==> src/rtl/acc3_ctrl_pkg.sv <==
// -----------------------------------------------------------------------------
// acc3_ctrl_pkg
// Shared definitions for the cascaded-accumulator frame controller:
//   - state_e     : controller state encoding (IDLE / RUN / DONE)
//   - DEF_IN_W    : default sample width
//   - DEF_ACC_W   : default accumulator / result width
//   - DEF_LEN_W   : default frame-length width
// -----------------------------------------------------------------------------
package acc3_ctrl_pkg;

    typedef enum logic [1:0] {
        IDLE = 2'd0,
        RUN  = 2'd1,
        DONE = 2'd2
    } state_e;

    localparam int DEF_IN_W  = 4;
    localparam int DEF_ACC_W = 8;
    localparam int DEF_LEN_W = 5;

endpackage : acc3_ctrl_pkg

==> src/rtl/acc3_chain.sv <==
// -----------------------------------------------------------------------------
// acc3_chain
// Three cascaded accumulators that advance together by one step when enabled:
//   a1 <= a1 + in ; a2 <= a2 + a1 ; a3 <= a3 + a1 + a2   (old values, mod 2^ACC_W)
// Ports:
//   clock   in   rising-edge clock
//   reset   in   asynchronous active-high reset, zeroes all stages
//   clr     in   synchronous clear of all stages (wins over en)
//   en      in   advance the chain once this cycle
//   in      in   IN_W-bit unsigned sample
//   a3_nxt  out  stage-3 value that the current advance produces
//   carry   out  per-stage wrap flags of the current advance {s3, s2, s1}
// -----------------------------------------------------------------------------
module acc3_chain
    import acc3_ctrl_pkg::*;
#(
    parameter int IN_W  = DEF_IN_W,
    parameter int ACC_W = DEF_ACC_W
)
(
    input  logic             clock,
    input  logic             reset,
    input  logic             clr,
    input  logic             en,
    input  logic [IN_W-1:0]  in,
    output logic [ACC_W-1:0] a3_nxt,
    output logic [2:0]       carry
);

    logic [ACC_W-1:0] r_a1;
    logic [ACC_W-1:0] r_a2;
    logic [ACC_W-1:0] r_a3;

    // Sums are widened so the true (unwrapped) result is visible for carry
    // detection; stage 3 adds three operands and so needs two extra bits.
    logic [ACC_W:0]   w_sum1;
    logic [ACC_W:0]   w_sum2;
    logic [ACC_W+1:0] w_sum3;

    assign w_sum1 = {1'b0, r_a1} + {{(ACC_W + 1 - IN_W){1'b0}}, in};
    assign w_sum2 = {1'b0, r_a2} + {1'b0, r_a1};
    assign w_sum3 = {2'b00, r_a3} + {2'b00, r_a1} + {2'b00, r_a2};

    assign a3_nxt = w_sum3[ACC_W-1:0];
    assign carry  = {(|w_sum3[ACC_W+1:ACC_W]), w_sum2[ACC_W], w_sum1[ACC_W]};

    always_ff @(posedge clock or posedge reset) begin
        if (reset) begin
            r_a1 <= '0;
            r_a2 <= '0;
            r_a3 <= '0;
        end else if (clr) begin
            r_a1 <= '0;
            r_a2 <= '0;
            r_a3 <= '0;
        end else if (en) begin
            r_a1 <= w_sum1[ACC_W-1:0];
            r_a2 <= w_sum2[ACC_W-1:0];
            r_a3 <= w_sum3[ACC_W-1:0];
        end
    end

endmodule : acc3_chain

==> src/rtl/acc3_frame_ctrl.sv <==
// -----------------------------------------------------------------------------
// acc3_frame_ctrl
// Frame controller around the three-stage cascaded accumulator. A frame of
// frame_len samples is accepted over a valid/ready handshake, then the final
// stage-3 value is offered over an output valid/ready handshake.
// Ports:
//   clock      in   rising-edge clock
//   reset      in   asynchronous active-high reset
//   start      in   begin a frame (IDLE only, frame_len must be non-zero)
//   frame_len  in   samples in the frame, latched on an accepted start
//   abort      in   abandon the current frame, back to IDLE without a result
//   in_valid   in   sample present on in_data
//   in_data    in   unsigned sample
//   in_ready   out  controller takes a sample this cycle (high in RUN)
//   out_valid  out  result available (high in DONE)
//   out_ready  in   consumer takes the result
//   result     out  final stage-3 value, held after the frame ends
//   overflow   out  some stage wrapped during the frame
//   busy       out  controller not idle
// -----------------------------------------------------------------------------
module acc3_frame_ctrl
    import acc3_ctrl_pkg::*;
#(
    parameter int IN_W  = DEF_IN_W,
    parameter int ACC_W = DEF_ACC_W,
    parameter int LEN_W = DEF_LEN_W
)
(
    input  logic             clock,
    input  logic             reset,
    input  logic             start,
    input  logic [LEN_W-1:0] frame_len,
    input  logic             abort,
    input  logic             in_valid,
    input  logic [IN_W-1:0]  in_data,
    output logic             in_ready,
    output logic             out_valid,
    input  logic             out_ready,
    output logic [ACC_W-1:0] result,
    output logic             overflow,
    output logic             busy
);

    state_e           r_state;
    state_e           w_state_nxt;

    logic [LEN_W-1:0] r_len;
    logic [LEN_W-1:0] r_cnt;
    logic [ACC_W-1:0] r_result;
    logic             r_ovf;

    logic             w_start_acc;
    logic             w_accept;
    logic             w_last;
    logic             w_clr;
    logic [LEN_W-1:0] w_cnt_inc;
    logic [ACC_W-1:0] w_a3_nxt;
    logic [2:0]       w_carry;

    // Both qualifiers decode the state register directly rather than the
    // in_ready output, so no combinational path loops through the FSM block.
    assign w_start_acc = (r_state == IDLE) && start && (frame_len != '0);
    // abort outranks a sample arriving in the same cycle.
    assign w_accept    = (r_state == RUN) && in_valid && !abort;
    assign w_cnt_inc   = r_cnt + LEN_W'(1);
    assign w_last      = w_accept && (w_cnt_inc == r_len);
    assign w_clr       = w_start_acc || abort;

    acc3_chain #(
        .IN_W  (IN_W),
        .ACC_W (ACC_W)
    ) u_chain (
        .clock  (clock),
        .reset  (reset),
        .clr    (w_clr),
        .en     (w_accept),
        .in     (in_data),
        .a3_nxt (w_a3_nxt),
        .carry  (w_carry)
    );

    always_ff @(posedge clock or posedge reset) begin
        if (reset) begin
            r_state <= IDLE;
        end else begin
            r_state <= w_state_nxt;
        end
    end

    always_comb begin
        w_state_nxt = r_state;
        in_ready    = 1'b0;
        out_valid   = 1'b0;
        busy        = 1'b1;
        case (r_state)
            IDLE: begin
                busy = 1'b0;
                if (w_start_acc) begin
                    w_state_nxt = RUN;
                end
            end
            RUN: begin
                in_ready = 1'b1;
                if (abort) begin
                    w_state_nxt = IDLE;
                end else if (w_last) begin
                    w_state_nxt = DONE;
                end
            end
            DONE: begin
                out_valid = 1'b1;
                if (abort || out_ready) begin
                    w_state_nxt = IDLE;
                end
            end
            default: begin
                w_state_nxt = IDLE;
            end
        endcase
    end

    // The result is captured from the chain's final advance so it is already
    // correct on the first DONE cycle and survives every later clear.
    always_ff @(posedge clock or posedge reset) begin
        if (reset) begin
            r_len    <= '0;
            r_cnt    <= '0;
            r_result <= '0;
            r_ovf    <= 1'b0;
        end else if (w_start_acc) begin
            r_len <= frame_len;
            r_cnt <= '0;
            r_ovf <= 1'b0;
        end else if (w_accept) begin
            r_cnt <= w_cnt_inc;
            r_ovf <= r_ovf | (|w_carry);
            if (w_last) begin
                r_result <= w_a3_nxt;
            end
        end
    end

    assign result   = r_result;
    assign overflow = r_ovf;

endmodule : acc3_frame_ctrl
==> config.mk <==
export PLATFORM = sky130hd
export DESIGN_NAME = acc3_frame_ctrl
export DESIGN_NICKNAME = d
export VERILOG_FILES = /design/src/rtl/acc3_ctrl_pkg.sv /design/src/rtl/acc3_chain.sv /design/src/rtl/acc3_frame_ctrl.sv
export SDC_FILE = /design/constraint.sdc
export NUM_CORES = 1
export LEC_CHECK = 0
export CAP_MARGIN = 20
export CORE_ASPECT_RATIO = 1.2
export CORE_MARGIN = 2
export CORE_UTILIZATION = 35
export CTS_CLUSTER_DIAMETER = 30
export DETAILED_ROUTE_END_ITERATION = 6
export HOLD_SLACK_MARGIN = 0.1
export PLACE_DENSITY = 0.51
export REMOVE_ABC_BUFFERS = 1
export SLEW_MARGIN = 20
export SYNTH_ARGS = -nofsm -noshare
export SYNTH_HDL_FRONTEND = slang
export SYNTH_SLANG_ARGS = --single-unit
==> constraint.sdc <==
create_clock -name clock -period 9.4 [get_ports clock]
set_input_delay 1.88 -clock clock [delete_from_list [all_inputs] [get_ports clock]]
set_output_delay 1.88 -clock clock [all_outputs]
set_load 0.01 [all_outputs]
# ---- After elaboration in Yosys (flattened, before gate mapping)
# Cells that the tools add are included.
dict set report word_totals {
  ff_bits 45
}
dict set report classes {
  n_addsub 5
  n_eq_ne 6
  n_mux 18
  n_bitwise 2
  reduce_logical 15
}
# operator count
set ops {}
lappend ops {{2-to-1 mux 8 bit} 6}
lappend ops {{adder 8 x 8 -> 9 bit} 2}
lappend ops {{adder 10 x 8 -> 10 bit} 1}
lappend ops {{2-to-1 mux 5 bit} 2}
lappend ops {{adder 8 x 4 -> 9 bit} 1}
lappend ops {{2-to-1 mux 2 bit} 4}
lappend ops {{one-hot mux 2 bit (3 select lines)} 1}
lappend ops {{AND reduction 3 bit} 2}
lappend ops {{adder 5 x 1 -> 5 bit (second input constant)} 1}
lappend ops {{equality test 5 bit} 1}
lappend ops {{logical AND 1 bit} 5}
lappend ops {{2-to-1 mux 1 bit} 5}
lappend ops {{nonzero test 5 bit} 1}
lappend ops {{inequality test 2 bit (second input constant)} 2}
lappend ops {{nonzero test 2 bit} 2}
lappend ops {{OR reduction 4 bit} 1}
lappend ops {{inequality test 3 bit (second input constant)} 1}
lappend ops {{equality test 2 x 1 -> 1 bit (second input constant)} 1}
lappend ops {{equality test 2 bit (second input constant)} 1}
lappend ops {{logical NOT 2 bit} 1}
lappend ops {{logical OR 1 bit} 2}
lappend ops {{logical NOT 1 bit} 1}
lappend ops {{NOT 1 bit} 1}
lappend ops {{bitwise OR 1 bit} 1}

# ---- Logic depth before layout (Yosys ltp)
# Gate-level depths: netlist (run 1).
dict set report logic_depth {
  word_depth 7
  ltp_mapped 13
}

# ---- Hierarchy
# A second synthesis (run 1) with hierarchy kept.
dict set report unflattened {
  cells_unflattened 283
  hier_area_um2 2944.1
}
# module n_inst cells_each area_per_inst_um2 seq_area_each_um2
set by_module_without_submodules {}
lappend by_module_without_submodules {acc3_chain 1 202 1968.1 600.6}
lappend by_module_without_submodules {acc3_frame_ctrl 1 81 975.9 525.5}

# ---- Worst setup path before layout (run 1)
# No wires, ideal clock.
dict set report synth_path {
  path_kind {in2reg}
  from {input frame_len[1]}
  to {register u_chain.r_a1[0]}
  arrival_ps 3313
  setup_slack_ps 6022
  path_stages 6
  path_buffers 1
  path_cell_list {or4_4 > o211ai_4 > nand2b_4 > a21oi_4 > buf_6 > a22o_2}
}
dict set report synth_via {
  elab_chain_cells 4
  elab_cells_between_ends 5
  classes_between {1 x mux; 4 x reduce/logical}
}
# item line_no
set synth_rtl {}
lappend synth_rtl {{from (decl)} acc3_frame_ctrl.sv:32} ;# input logic [LEN_W-1:0] frame_len,
lappend synth_rtl {{nonzero test 5 bit (*)} acc3_frame_ctrl.sv:62} ;# assign w_start_acc = (r_state == IDLE) && start && (frame_len != '0);
lappend synth_rtl {{logical AND 1 bit (*)} acc3_frame_ctrl.sv:62}
lappend synth_rtl {{logical OR 1 bit (*)} acc3_frame_ctrl.sv:67} ;# assign w_clr = w_start_acc || abort;
lappend synth_rtl {{2-to-1 mux 8 bit or nonzero test 2 bit (tied branches)} --}
lappend synth_rtl {{to (signal assigned)} acc3_chain.sv:57} ;# r_a1 <= w_sum1[ACC_W-1:0];
lappend synth_rtl {{to (decl)} acc3_chain.sv:30} ;# logic [ACC_W-1:0] r_a1;
# Mark *: on every way between the ends. The rest lies on a longest branch, timed or not.
# A chain may end at the register's enable or synchronous reset.

# ---- Worst setup path in the final report (run 1)
dict set report layout_path {
  from {input abort}
  to {register r_result[6], in the netlist result[6]}
}
dict set report layout_via {
  elab_chain_cells 4
}
# item line_no
set layout_rtl {}
lappend layout_rtl {{from (decl)} acc3_frame_ctrl.sv:33} ;# input logic abort,
lappend layout_rtl {{logical NOT 1 bit (*)} acc3_frame_ctrl.sv:64} ;# assign w_accept = (r_state == RUN) && in_valid && !abort;
lappend layout_rtl {{logical AND 1 bit (*)} acc3_frame_ctrl.sv:64}
lappend layout_rtl {{logical AND 1 bit} acc3_frame_ctrl.sv:66} ;# assign w_last = w_accept && (w_cnt_inc == r_len);
lappend layout_rtl {{AND reduction 3 bit (no source line) (*)} --}
lappend layout_rtl {{to (signal assigned)} acc3_frame_ctrl.sv:138} ;# r_result <= w_a3_nxt;
lappend layout_rtl {{to (decl)} acc3_frame_ctrl.sv:49} ;# logic [ACC_W-1:0] r_result;
# Marked as above.

==> results.md, run 1 <==
Outcome:
- The flow ran to the end, and the final reports show no timing, DRC or antenna violations.

Layout:
- In the final layout, the share of cells above drive strength 1 is 0.147.
- At the end of the flow the core is filled with cells to 0.426.
- The number of standard cells in the final layout excluding fillers is between 400 and 500.
- The cell area after layout is approximately 3500 um^2.
- The net count of the finished layout is ~360.
- The area overhead of the layout relative to synthesis is 17.3%.
- The number of antenna diodes in the final layout is 0.

Hold path:
- The worst hold path class is reg2reg.
- The worst hold path was traced through 2 stages.
- The startpoint of the tightest hold check path is r_len[0]$_DFFE_PP0P_.

Synth:
- The mapped cell area is about 3000 um^2.
- The gate count of the mapped netlist is between 200 and 300.
- The mean cell area of the mapped netlist is 10.7 um^2.
- The post-synthesis async set-or-reset flop share is 1.00.
- Of the post-synthesis cell area, the dominant cell type holds 0.380.
- Counting instances in the post-synthesis netlist gives the leading cell types as sky130_fd_sc_hd__dfrtp_1 (45), sky130_fd_sc_hd__ha_1 (30), sky130_fd_sc_hd__nor2_1 (20), sky130_fd_sc_hd__xnor2_1 (18), sky130_fd_sc_hd__a22o_2 (17).
- The number of enable flip-flop cells after synthesis is 0.
- The most repeated cell in the gate-level netlist after synthesis is sky130_fd_sc_hd__dfrtp_1.
- The largest total area in the synthesized netlist belongs to sky130_fd_sc_hd__dfrtp_1.
- The count of cell types in the netlist is 47.
- The fraction of the yosys area taken by sequential cells is 0.380.
- The count of warnings emitted by yosys is 0.
- The top flip-flop cell by instance count after synthesis is sky130_fd_sc_hd__dfrtp_1.
- The number of storage elements in the synthesis netlist is between 40 and 50.
- In the post-synthesis netlist, the biggest area contributors are sky130_fd_sc_hd__dfrtp_1 (38%), sky130_fd_sc_hd__ha_1 (13%), sky130_fd_sc_hd__a22o_2 (5.7%), sky130_fd_sc_hd__xnor2_1 (5.3%), sky130_fd_sc_hd__mux2_2 (3.8%).

Die:
- For this configuration, the core starts out at a cell density of 0.363.
- The y dimension of the die is approximately 100 um.
- The I/O pin total is 27.
- The floorplan step set the die width to 88.0 um.
- The placeable core region is just over 8000 um^2.
- The die covers 9210 um^2.
- In this run the core area contains 36 standard-cell rows.

Route:
- The first routing iteration left between 80 and 90 violations.
- The detailed-route via count is about 2100.
- The routed via count divided by cell count is about 5.
- The total routed wirelength is between 6000 and 7000 um.
- For this run, the detailed router's first-pass iteration total came to 4.
- After detailed routing, the number of remaining DRC violations is 0.
- The wire length per cell after detailed routing is between 10 and 15 um.
- The number of nets with antenna violations after detailed routing is 0.

Placement:
- The number of buffers added on ports is 26.
- Timing analysis after detailed placement gives a worst setup slack of roughly 5.0 ns.
- The cell area reported after detailed placement is approximately 3300 um^2.
- Summed over all nets, the half-perimeter wirelength after detailed placement is 4580 um.
- The final weighted congestion in routability-driven placement is 0.763.
- After detailed placement, the design holds a cell count of between 400 and 500.

Clock network:
- The library cell used as clock root buffer is sky130_fd_sc_hd__clkbuf_8.
- Clock-pin slew was measured on the worst setup and hold paths at 0.08 ns.
- TritonCTS built the clock tree.
- The quantity of gates resized following cts is 0.
- The count of hold buffers inserted by post-cts repair is 0.
- The number of sinks handled by clock tree synthesis is 45.
- The clock insertion delay at the later pin of the skew report is roughly 0.30 ns.
- The H-tree generated during clock tree synthesis spans 2 levels.
- The largest buffer count on any clock path is 2.
- The post-CTS setup buffer count is 0.
- The number of CTS-inserted buffers is 5.

Global route:
- The via count of the first global-routing pass is roughly 2100.
- Across every metal layer, demand over resource in global routing totals 0.144.
- The final global-route overflow total is 0.
- The first-pass GRT wire length is approximately 10000 um.
- Entering global routing, the biggest net connects between 40 and 50 pins.
- The initial antenna violation count is 0.

Setup path:
- The number of cells traversed by the worst register-to-register path is 11.
- The worst register-to-register path has a setup slack of about 6.2 ns.
- The worst setup path is captured at a flop.
- The data arrival time at the worst-slack endpoint is approximately 4.3 ns.
- The nature of the critical path startpoint is a primary input.
- The worst endpoint required time is ~9.6 ns.
- The critical path is of the in2reg type.
- In this run the critical register-to-register path is captured at result[7]$_DFFE_PP0P_.
- Along the worst path, the maximum fanout reaches 31.
- The first element of the critical path is abort.
- The end of the critical path is result[6]$_DFFE_PP0P_.
- The critical register-to-register path startpoint is u_chain.r_a1[0]$_DFFE_PP0P_.

STA:
- Based on the critical path, the design can be clocked at up to 0.245 GHz.
- In the finished design, the share of the clock period the worst path needs comes to 0.434.
- The hold violation total from the final report is 0.
- The final setup slack of the worst path is roughly 5.3 ns.
- Setup violations remaining at the end of the flow were counted as 0.
- For the final database, setup skew stands at between 0.01 and 0.015 ns.
- The count of pins over their slew limit was 0.
- Headroom to the max-slew limit came out at 0.526.
- The sum of negative setup slack is 0 ns.
- The routed design could run at a clock period as short as 4.08 ns.
- Setup repair after global routing left no endpoint under its margin.
- The slew at the pin closest to its max-slew limit is roughly 0.7 ns.

Pwr:
- The analysis attributes to cell leakage a power of approximately 0.0017 uW.
- The portion of total power attributed to sequential cells is 0.480.
- Of the total power, the share spent switching nets is 0.282.
- Dividing total power by cell area gives a power density of 133 nW/um^2.
- Summed over all nets, the switching power comes to about 130 uW.
- The share of total power dissipated in combinational logic is 0.205.
- The share of total power dissipated in the clock network is 0.315.
- Across the VDD grid, the largest voltage drop is ~0.048 mV.
- The internal power consumption is 331 uW.

Job:
- The max-capacitance violation count is 0.
final cells by class:
cell class,instances,area [um^2]
fillers,795,4680
clock inverters,2,35.0
well taps,114,143
inverters,7,26.3
repair buffers,27,288
flip-flops and latches,45,1130
clock buffers,5,68.8
multi-input cells,221,1790
critical path, cell delays in order:
cell and delay (ns):
sky130_fd_sc_hd__clkdlybuf4s50_1 0.45, sky130_fd_sc_hd__and3b_2 0.67, sky130_fd_sc_hd__nand3_1 0.18, sky130_fd_sc_hd__nor3_2 0.63
sky130_fd_sc_hd__mux2_2 0.41
logic make-up (layout without fill, tap and decap cells):
group | after synthesis | after routing | synth area share
xor gates and xnor gates | 28 | 28 | 0.0828
DFF | 45 | 45 | 0.380
muxes | 12 | 12 | 0.0448
adders and majority gates | 34 | 34 | 0.154
and+or+nand+nor | 67 | 67 | 0.118
buffers and inverters | 11 | 41 | 0.0165
AOI/OAI and AO/OA | 80 | 80 | 0.204
layer usage:
metal | global-route usage | vias to the layer above | share of wire | wire length [um]
met3 | 0.0213 | 6 | 0.021 | 131
met2 | 0.256 | 23 | 0.51 | 3140
met4 | 0.0429 | 0 | 0.014 | 88
met1 | 0.175 | 1036 | 0.45 | 2780
li1 | - | 1083 | - | -
met5 | 0 | - | 0 | 0
sequential cells by signal, summed over array words and instances, names as in the netlist:
register and cells:
overflow 1, r_cnt 5, r_len 5, r_state 2, result 8, u_chain.r_a1 8
u_chain.r_a2 8, u_chain.r_a3 8
power by group through the flow:
stage / sequential, uW / combinational [uW] / clock, uW
finish: 221 / 94.4 / 145
floorplan: 222 / 63.7 / 0
CTS: 222 / 95.2 / 149
global placement: 225 / 93.9 / 0
detailed placement: 226 / 94.5 / 0
global route: 223 / 106 / 156
placed cells by master (no fill, tap or decap), types with 2 or more instances in the layout:
cell / Yosys / final
sky130_fd_sc_hd__a211oi_1: 5 / 5
sky130_fd_sc_hd__a21o_1: 8 / 8
sky130_fd_sc_hd__a21oi_1: 14 / 14
sky130_fd_sc_hd__a22o_2: 17 / 17
sky130_fd_sc_hd__a31oi_1: 3 / 3
sky130_fd_sc_hd__clkbuf_8: 0 / 5
sky130_fd_sc_hd__clkdlybuf4s50_1: 0 / 26
sky130_fd_sc_hd__dfrtp_1: 45 / 45
sky130_fd_sc_hd__fa_1: 4 / 4
sky130_fd_sc_hd__ha_1: 30 / 30
sky130_fd_sc_hd__inv_1: 7 / 6
sky130_fd_sc_hd__mux2_2: 10 / 10
sky130_fd_sc_hd__mux2i_1: 2 / 2
sky130_fd_sc_hd__nand2_1: 16 / 16
sky130_fd_sc_hd__nand2b_1: 5 / 5
sky130_fd_sc_hd__nand3_1: 4 / 4
sky130_fd_sc_hd__nand4_1: 2 / 2
sky130_fd_sc_hd__nor2_1: 20 / 20
sky130_fd_sc_hd__nor2b_1: 5 / 5
sky130_fd_sc_hd__nor3_1: 4 / 4
sky130_fd_sc_hd__o21ai_0: 15 / 15
sky130_fd_sc_hd__o21bai_1: 4 / 4
sky130_fd_sc_hd__o41ai_1: 2 / 2
sky130_fd_sc_hd__or3_1: 2 / 2
sky130_fd_sc_hd__xnor2_1: 18 / 18
sky130_fd_sc_hd__xor2_1: 10 / 10
worst min-delay path by stage:
stage	slack [ns]	endpoint
2_1_floorplan	0.46	r_state[0]$_DFFE_PP0P_
3_3_place_gp	0.50	r_state[0]$_DFFE_PP0P_
3_5_place_dp	0.50	r_state[0]$_DFFE_PP0P_
4_1_cts	0.51	r_state[0]$_DFFE_PP0P_
5_1_grt	0.54	r_state[0]$_DFFE_PP0P_
6_report	0.52	r_len[0]$_DFFE_PP0P_
stage by stage:
stage | hold slack [ns] | total power [uW]
6_report | 0.518 | 461
5_1_grt | 0.537 | 485
4_1_cts | 0.510 | 465
3_5_place_dp | 0.498 | 320
3_3_place_gp | 0.499 | 319
2_1_floorplan | 0.464 | 286
Note: power is estimated with default switching activity, not from simulation.
==> run 2: changes to the inputs <==
clock period = 3.9 ns   (was 9.4 ns; I/O delays follow)
==> results.md, run 2 (same netlist as run 1, synthesis figures left out) <==
Outcome:
- The flow ran to the end, and the final reports show no timing, DRC or antenna violations.

STA:
- Setup repair after global routing left no endpoint under its margin.
- The final number of setup-violating endpoints is 0.
- For the pin with the worst max-slew slack, the measured transition is roughly 0.94 ns.
- The hold violation total from the final report came to 0.
- The minimum period implied by the final worst setup slack is approximately 3.2 ns.
- The count of pins over their slew limit is 0.
- The sum of negative setup slack is 0 ns.
- Across all hold checks on the routed design, the worst slack comes to 0.515 ns.
- Dividing the final minimum period by the clock period gives 0.813.
- The highest clock frequency the design can meet is about 0.32 GHz.
- The clock arrives with 0.00934 ns of skew.
- The worst pin sits at a relative slew slack of 0.370.

Clock network:
- In this run, post-CTS hold repair placed 0 buffers.
- The quantity of gates resized following cts is 0.
- In this run the number of H-tree levels came out at 2.
- TritonCTS built the clock tree.
- The number of sinks handled by clock tree synthesis is between 40 and 50.
- The clock insertion delay at the later pin of the skew report is roughly 0.30 ns.
- The number of setup buffers added after CTS is 0.
- The largest buffer count on any clock path is 2.
- Buffers inserted during clock tree synthesis total 5.
- Clock-pin slew was measured on the worst setup and hold paths at about 0.10 ns.
- The library cell used as clock root buffer is sky130_fd_sc_hd__clkbuf_8.

Die:
- The die width is 88.0 um.
- The floorplan has 36 rows.
- The floorplan step set the die height to around 100 um.
- The floorplan step defined a core boundary enclosing 8150 um^2.
- The I/O pin total is 27.
- The initial core utilization is 0.363.
- The die covers 9210 um^2.

Setup path:
- The critical path endpoint category is a flop.
- The reg-to-reg setup timing slack is 0.73 ns.
- The cell with the biggest individual delay on the critical path is sky130_fd_sc_hd__dfrtp_1.
- STA classifies the critical path startpoint as a flop.
- The signal on the critical path passes through ha_1 -> fa_1 -> a21o_1 -> a211oi_1 -> nor2_1 -> ha_1 -> nor2b_1 -> a311o_1 -> o31ai_1 -> xnor2_1 -> mux2_2.
- The data arrival time at the worst-slack endpoint is 3.36 ns.
- At the worst endpoint, the required time is approximately 4 ns.
- The startpoint-to-endpoint class of the critical path is reg2reg.
- The number of cells traversed by the worst register-to-register path is 11.
- The critical register-to-register path startpoint is u_chain.r_a1[0]$_DFFE_PP0P_.
- The cell type with the highest occurrence count on the critical path is sky130_fd_sc_hd__ha_1.
- The largest stage delay on the critical path is 0.43 ns.
- In this run the critical register-to-register path is captured at result[7]$_DFFE_PP0P_.
- In this run the worst path has a maximum fanout of 5.

Placement:
- The placed wire-length estimate after detailed placement is 4820 um.
- Once placement completed, the tool counted placed cells totaling approximately 420.
- Routability-driven placement finished with a final weighted congestion of roughly 0.74.
- The number of buffers added on ports is 26.

Hold path:
- The end point of the most critical hold path is result[0]$_DFFE_PP0P_.
- The worst hold path class is reg2reg.
- The number of cells traversed by the worst hold path is 1.
- The startpoint of the tightest hold check path is result[0]$_DFFE_PP0P_.

Layout:
- In the layout the commonest cells are sky130_fd_sc_hd__dfrtp_1 (45), sky130_fd_sc_hd__ha_1 (30), sky130_fd_sc_hd__clkdlybuf4s50_1 (26).
- Excluding fillers, the count of instances in the completed layout stands at approximately 420.
- The net total in the final layout is roughly 360.
- The area overhead of the layout relative to synthesis is 16.4%.
- The fraction of final layout cells sized beyond drive strength 1 is 0.152.
- The number of inserted filler cells in the final layout is about 780.
- Once layout is complete, the utilization of the core stands at 0.423.
- The number of antenna diodes in the final layout is 0.
- The library cell used most frequently in the layout, excluding fill and tap cells, is sky130_fd_sc_hd__dfrtp_1.

Route:
- The number of nets with antenna violations after detailed routing is 0.
- In the routed layout, each cell is associated on average with a via count of between 5 and 6.
- Wires add up to 6380 um.
- The wire length per cell after detailed routing is around 15 um.
- The number of DRC markers in iteration 0 is ~70.
- The remaining design rule violation count is 0.
- The detailed-route via count is roughly 2200.
- The detailed-routing iteration count for the pre-antenna-repair pass is 4.

Global route:
- The final global-route overflow total is 0.
- The initial antenna violation count is 0.
- The total routing usage reported by global routing is 0.153.
- The via count of the first global-routing pass is about 2300.
- Entering global routing, the biggest net connects between 40 and 50 pins.
- The first-pass GRT wire length is between 10000 and 15000 um.

Pwr:
- The ratio of total power to cell area is between 300 and 400 nW/um^2.
- IR analysis of the VDD net gives a maximum drop of between 0.1 and 0.15 mV.
- For this design the static power due to leakage is about 0.0016 uW.

Job:
- The max-capacitance violation count is 0.
-- run 2: area by class of cell --
cell class,count,area (um^2),share of cell area
repair buffers,28,275,0.0799
flip-flops and latches,45,1130,0.327
clock buffers,5,68.8,0.0200
inverters,7,26.3,0.00762
multi-input cells,221,1790,0.518
clock inverters,3,22.5,0.00653
well taps,114,143,0.0414
-- run 2: per-stage QoR --
| step | setup WS, ns | instance area [um^2] | power, uW |
|---|---|---|---|
| 2_1_floorplan | 0.922 | 2940 | 689 |
| 3_3_place_gp | 0.722 | 3360 | 771 |
| 3_5_place_dp | 0.730 | 3360 | 774 |
| 4_1_cts | 0.720 | 3450 | 1080 |
| 5_1_grt | 0.524 | 3450 | 1130 |
| 6_report | 0.731 | 3450 | 1060 |
-- run 2: worst max path at each step --
stage	start	endpoint	slack, ns	depth (start not counted)
2_1_floorplan	u_chain.r_a1[0]$_DFFE_PP0P_	result[7]$_DFFE_PP0P_	0.92	11
3_3_place_gp	u_chain.r_a1[0]$_DFFE_PP0P_	result[7]$_DFFE_PP0P_	0.72	11
3_5_place_dp	u_chain.r_a1[0]$_DFFE_PP0P_	result[7]$_DFFE_PP0P_	0.73	11
4_1_cts	u_chain.r_a1[0]$_DFFE_PP0P_	result[7]$_DFFE_PP0P_	0.72	11
5_1_grt	u_chain.r_a1[0]$_DFFE_PP0P_	result[7]$_DFFE_PP0P_	0.52	11
6_report	u_chain.r_a1[0]$_DFFE_PP0P_	result[7]$_DFFE_PP0P_	0.73	11
-- run 2: per-layer routing --
layer,global-route usage,share of wire
met5,0,0
met4,0.0440,0.013
met3,0.0205,0.023
met2,0.272,0.51
met1,0.189,0.46
-- run 2: critical path, delay by kind of cell, from the launching register on --
family | cells | cell delay, ns
AOI/OAI and AO/OA | 4 | 1.05
adders and majority gates | 3 | 1.00
DFF | 1 | 0.43
muxes | 1 | 0.26
and+or+nand+nor | 2 | 0.22
xor gates and xnor gates | 1 | 0.11
-- run 2: report_power, final --
group / leakage, uW / switching, uW / internal (uW)
clock network: 0.0000364 / 176 / 126
registers: 0.000614 / 33.8 / 500
logic: 0.000987 / 117 / 109
